===== src/rtl/bnn_layer_sequencer.sv =====
// Scheduler for the chained BNN layer stages: enables stages in order as a thermometer code,
// keeps finished stages enabled, detects hung stages and reports result/error to the host.
module bnn_layer_sequencer #(
    parameter int NUM_STAGES     = 5,
    parameter int TIMEOUT_CYCLES = 1024,
    parameter int LAT_W          = 16,
    localparam int CS_W  = (NUM_STAGES > 1) ? $clog2(NUM_STAGES) : 1,
    localparam int TMO_W = $clog2(TIMEOUT_CYCLES)
) (
    input  logic                  clk,
    input  logic                  rst_n,
    input  logic                  start,
    input  logic                  abort,
    input  logic                  result_ack,
    input  logic [NUM_STAGES-1:0] stage_done,
    output logic [NUM_STAGES-1:0] stage_run,
    output logic                  busy,
    output logic                  result_valid,
    output logic                  error,
    output logic [CS_W-1:0]       cur_stage,
    output logic [LAT_W-1:0]      latency,
    output logic [1:0]            dbg_state
);

    typedef enum logic [1:0] {
        S_IDLE = 2'd0,
        S_RUN  = 2'd1,
        S_DONE = 2'd2,
        S_ERR  = 2'd3
    } state_t;

    localparam logic [CS_W-1:0]  LAST_STAGE = CS_W'(NUM_STAGES - 1);
    localparam logic [TMO_W-1:0] TMO_LAST   = TMO_W'(TIMEOUT_CYCLES - 1);

    state_t                  state_q, state_d;
    logic [NUM_STAGES-1:0]   stage_run_q, stage_run_d;
    logic [CS_W-1:0]         cur_stage_q, cur_stage_d;
    logic [LAT_W-1:0]        latency_q, latency_d;
    logic [TMO_W-1:0]        tmo_q, tmo_d;
    logic                    first_q, first_d;
    logic                    busy_q, busy_d;
    logic                    valid_q, valid_d;
    logic                    error_q, error_d;
    logic                    cur_done;

    // Bits [idx:0] set: every stage up to and including idx stays enabled.
    function automatic logic [NUM_STAGES-1:0] therm(input logic [CS_W-1:0] idx);
        logic [NUM_STAGES-1:0] v;
        v = '0;
        for (int i = 0; i < NUM_STAGES; i++) begin
            v[i] = (i <= int'(idx));
        end
        return v;
    endfunction

    // first_q masks the done flag during the cycle the stage's enable rose,
    // since the stage may still be presenting a stale done from its previous run.
    assign cur_done = stage_done[cur_stage_q] & ~first_q;

    always_comb begin
        state_d     = state_q;
        stage_run_d = stage_run_q;
        cur_stage_d = cur_stage_q;
        latency_d   = latency_q;
        tmo_d       = tmo_q;
        first_d     = first_q;

        case (state_q)
            S_IDLE: begin
                stage_run_d = '0;
                if (start) begin
                    state_d     = S_RUN;
                    cur_stage_d = '0;
                    stage_run_d = therm('0);
                    latency_d   = '0;
                    tmo_d       = '0;
                    first_d     = 1'b1;
                end
            end
            S_RUN: begin
                if (latency_q != {LAT_W{1'b1}}) begin
                    latency_d = latency_q + LAT_W'(1);
                end
                if (abort) begin
                    state_d     = S_IDLE;
                    stage_run_d = '0;
                end else if (cur_done) begin
                    if (cur_stage_q == LAST_STAGE) begin
                        state_d = S_DONE;
                    end else begin
                        cur_stage_d = cur_stage_q + CS_W'(1);
                        stage_run_d = therm(cur_stage_q + CS_W'(1));
                        tmo_d       = '0;
                        first_d     = 1'b1;
                    end
                end else if (tmo_q == TMO_LAST) begin
                    state_d     = S_ERR;
                    stage_run_d = '0;
                end else begin
                    tmo_d   = tmo_q + TMO_W'(1);
                    first_d = 1'b0;
                end
            end
            S_DONE: begin
                if (result_ack || abort) begin
                    state_d     = S_IDLE;
                    stage_run_d = '0;
                end
            end
            S_ERR: begin
                stage_run_d = '0;
                if (result_ack || abort) begin
                    state_d = S_IDLE;
                end
            end
            default: begin
                state_d     = S_IDLE;
                stage_run_d = '0;
            end
        endcase

        busy_d  = (state_d == S_RUN);
        valid_d = (state_d == S_DONE);
        error_d = (state_d == S_ERR);
    end

    always_ff @(posedge clk or negedge rst_n) begin
        if (!rst_n) begin
            state_q     <= S_IDLE;
            stage_run_q <= '0;
            cur_stage_q <= '0;
            latency_q   <= '0;
            tmo_q       <= '0;
            first_q     <= 1'b0;
            busy_q      <= 1'b0;
            valid_q     <= 1'b0;
            error_q     <= 1'b0;
        end else begin
            state_q     <= state_d;
            stage_run_q <= stage_run_d;
            cur_stage_q <= cur_stage_d;
            latency_q   <= latency_d;
            tmo_q       <= tmo_d;
            first_q     <= first_d;
            busy_q      <= busy_d;
            valid_q     <= valid_d;
            error_q     <= error_d;
        end
    end

    assign stage_run    = stage_run_q;
    assign busy         = busy_q;
    assign result_valid = valid_q;
    assign error        = error_q;
    assign cur_stage    = cur_stage_q;
    assign latency      = latency_q;
    assign dbg_state    = state_q;

endmodule

===== config.mk =====
export PLATFORM = sky130hd
export DESIGN_NAME = bnn_layer_sequencer
export DESIGN_NICKNAME = d
export VERILOG_FILES = /design/src/rtl/bnn_layer_sequencer.sv
export SDC_FILE = /design/constraint.sdc
export NUM_CORES = 1
export LEC_CHECK = 0
export ABC_AREA = 1
export CAP_MARGIN = 40
export CORE_MARGIN = 3
export CORE_UTILIZATION = 50
export CTS_CLUSTER_DIAMETER = 80
export DETAILED_ROUTE_END_ITERATION = 16
export PLACE_DENSITY = 0.79
export SLEW_MARGIN = 10
export SYNTH_ARGS = -nofsm -noshare
export SYNTH_HDL_FRONTEND = slang
export SYNTH_SLANG_ARGS = --single-unit

===== constraint.sdc =====
create_clock -name clk -period 1.9 [get_ports clk]
set_input_delay 0.19 -clock clk [delete_from_list [all_inputs] [get_ports clk]]
set_output_delay 0.19 -clock clk [all_outputs]
set_load 0.02 [all_outputs]

==> results.md <==
* LEAKAGE at between 1 and 1.5 nW
* Crit. End Element: flip-flop
* Number of diodes at 0
* Slew headroom at 66.33%
* Final setup viols at 0
* TritonCTS sink count at 40
* Final hold vios at 0
* Post-DP Area at just over 0.003 sq mm
* Proportion of synthesized area in mux cells at 0%
* Routability-driven placement congestion ratio at just over 0.9
* Cell Area, Synth at 0.002559 sq mm
* Net count after synthesis at about 360
* Pins Over Slew Limit at 0
* Cells after Synth at approximately 350
* Total CTS buffers at 5
* DIE AREA at around 0.0060 sq mm
* Layout cell share with drive strength beyond 1 at between 10% and 20%
* Avg Cell Area, Syn at around 7.4 sq um
* Sequential element share of the synthesized area at around two fifths
* DRT antenna net count at 0
* Initial DRC Count at 130
* P&R area growth vs syn at 22.10%
* Worst-Margin Slew at approximately 0.51 ns
* Top FF cell, synth: dfrtp_1
* Final instance area at approximately 0.0031 sq mm
* Synth Area in Simple Gates at between 30% and 40%
* Synth top area cells: dfrtp_1 39%, nand2_1 14%, nand3_1 6.3%
* # DRC at 0
* Gr usage total at between 20% and 30%
* GR Overflow Total at 0
* CTS tree: built
* Compound-Gate Fraction of Synth Area at approximately 6.7%
* R2R depth at 8
* Core Region at approximately 0.0048 sq mm
* Max VDD drop at 0.6997 mV
* Clk pwr share at roughly 17%
* Routed Wire Length at around 5700 um
* Pint at 0.001836 W
* Sequential Power Share at a little over a third
* Vias post-DR at 2,361
* Status: completed
* Netlist cell types at 33
* Net Sw Power at approximately 0.0015 W
* H-tree levels at 2
* I/O pins at 39
* Initial antenna violation count at 0
* Vias per cell at ~5
* Area share of the leading cell type in the synthesized netlist at roughly 39%
* Fin util at about 64%
* Worst Setup Start Kind: flip-flop
* Ys async rst share at 100.0%
* Cell area power density at 1067 mW/mm^2
* CP required at about 2.1 ns
* R2r setup slk at 0.17 ns
* Final net count at slightly above 400
* Sw Ratio at ~45%
* Worst-path maximum fanout at 8
* Die X at 77.54 um
* DIE HEIGHT at between 70 and 80 um
* Root buffer cell: clkbuf_8
* Area leader, netlist: dfrtp_1
* Worst-Skew Late Latency at around 0.29 ns
* Clock Path Buffers at 2
* Core Rows at 25
* Post-CTS Setup Bufs at 0
* Post-DR wirelength/cell at ~12 um
* Number of synthesized register bits at 40
* TritonRoute pass-1 iters at 5
* WS Path Type: reg -> reg
* Final period utilization at just over 90%
* Vias in the first global route at roughly 2.2k
* Max Freq at roughly 0.58 GHz
* Worst EP arrival at 1.94 ns
* Inst Count DP at 451
* Worst-path clk slew at 0.08 ns
* TNS Setup at 0 ns
* Worst hold path class: in -> async
* Syn. warnings at 0
* Initial Utilization at 52.77%
* Min Tclk post-route at 1.728 ns
* Unrepaired setup endpoints after global routing: no
* Synth Area in XOR/XNOR at ~4%
* I/O Buffers at 38
* Main combinational cell family by area after synthesis: simple AND/OR/NAND/NOR gates
* Comb power frac at around half
* Post-Layout Cell Count at between 400 and 500
* HPWL after DPL at around 4300 um
* Post-Synth Adder-Cell Area at 2.934%
* Number of synthesized flops with an enable pin at 0
* Maxcap violations at 0
* First-pass GRT wire length at 10,180 um
* Final Skew at between 0.006 and 0.007 ns
* Largest net degree at the start of global routing at 41
## synthesized netlist by cell type, types with 2 or more instances
cell,instances
clkbuf_1,2
nand4_1,10
nand3_1,32
ha_1,6
o22ai_1,5
nand2_1,94
o21ai_0,10
inv_2,5
o21ai_1,7
nor2_1,34
nand3_2,5
xor2_1,11
nand2_2,18
inv_1,38
buf_4,2
dfrtp_1,40
a21oi_1,3
nor3_1,8
## per-stage QoR
stage | total power, W | worst slack (ns) | hold WS (ns)
floorplan | 0.002285 | 0.2122 | -0.1056
global placement | 0.002738 | 0.1765 | 0.2810
detailed placement | 0.002766 | 0.1628 | 0.2890
CTS | 0.003331 | 0.1351 | 0.4964
global route | 0.003588 | 0.01943 | 0.5211
finish | 0.003333 | 0.1716 | 0.4811
## cells in the final DEF (no fill, tap or decap), types with 2 or more instances in the layout
master	synthesis	routed
a21oi_1	3	3
buf_4	2	7
clkbuf_1	2	2
clkbuf_8	0	5
clkdlybuf4s50_1	0	37
dfrtp_1	40	39
ha_1	6	6
inv_1	38	38
inv_2	5	4
nand2_1	94	93
nand2_2	18	19
nand3_1	32	32
nand3_2	5	5
nand4_1	10	10
nor2_1	34	34
nor3_1	8	8
o21ai_0	10	9
o21ai_1	7	8
o22ai_1	5	5
xor2_1	11	11
## worst max-delay path: stages, from the launching register on
cell     delay, ns
dfrtp_1       0.41
ha_1          0.23
nand2_1       0.13
nor2_1        0.12
nand2_1       0.07
o21ai_2       0.20
nand2_2       0.15
buf_4         0.20
o22ai_1       0.14
## cells by family (layout without fill, tap and decap cells)
| family | count (synthesis) | count (layout) |
|---|---|---|
| buffers and inverters | 49 | 97 |
| adders and majority gates | 6 | 6 |
| and+or+nand+nor | 209 | 209 |
| xor gates and xnor gates | 12 | 12 |
| AOI/OAI and AO/OA | 29 | 29 |
| DFF | 40 | 40 |
## path summary, 6_finish.rpt
kind,startpoint,end
hold / removal,rst_n,latency[11]$_DFFE_PN0P_
setup / recovery,latency[1]$_DFFE_PN0P_,latency[10]$_DFFE_PN0P_
max in group asynchronous,rst_n,cur_stage[0]$_DFFE_PN0P_
hold reg to reg,stage_run[4]$_DFFE_PN0P_,stage_run[4]$_DFFE_PN0P_
setup reg to reg,latency[1]$_DFFE_PN0P_,latency[10]$_DFFE_PN0P_
min in group clk,stage_run[4]$_DFFE_PN0P_,stage_run[4]$_DFFE_PN0P_
## state kept, by name, indices dropped and copies added (netlist names)
register / cells
latency: 16
tmo_q: 10
stage_run: 5
cur_stage: 3
dbg_state: 2
busy: 1
error: 1
first_q: 1
result_valid: 1
## cell type report
type	instances	area [sq um]
Timing Repair Buffer	46	437.9
Clock inverter	1	8.758
Inverter	43	163.9
Multi-Input combinational cell	256	1351
Tap cell	67	83.83
Fill cell	436	1724
Clock buffer	7	76.32
Sequential cell	40	1002
## repair_timing
action / CTS / global route
endpoints found under the setup margin: 0 / 12
resized for setup: 0 / 4
endpoints found under the hold margin: 40 / 0
hold buffers: 1 / 0
## power groups by stage
stage / combinational, W / sequential [W] / clock (W)
floorplan: 0.00100 / 0.00128 / 0
global placement: 0.00158 / 0.00116 / 0
detailed placement: 0.00160 / 0.00117 / 0
CTS: 0.00161 / 0.00115 / 0.000571
global route: 0.00180 / 0.00118 / 0.000604
finish: 0.00162 / 0.00116 / 0.000558
## metal layers
metal | vias up | track usage [%] | wire length [um]
li1 | 1200 | - | -
met1 | 1111 | 28.51 | 2773
met2 | 43 | 33.51 | 2699
met3 | 7 | 2.784 | 189
met4 | 0 | 6.050 | 46
met5 | - | 0 | 0
Note: power is estimated with default switching activity, not from simulation.
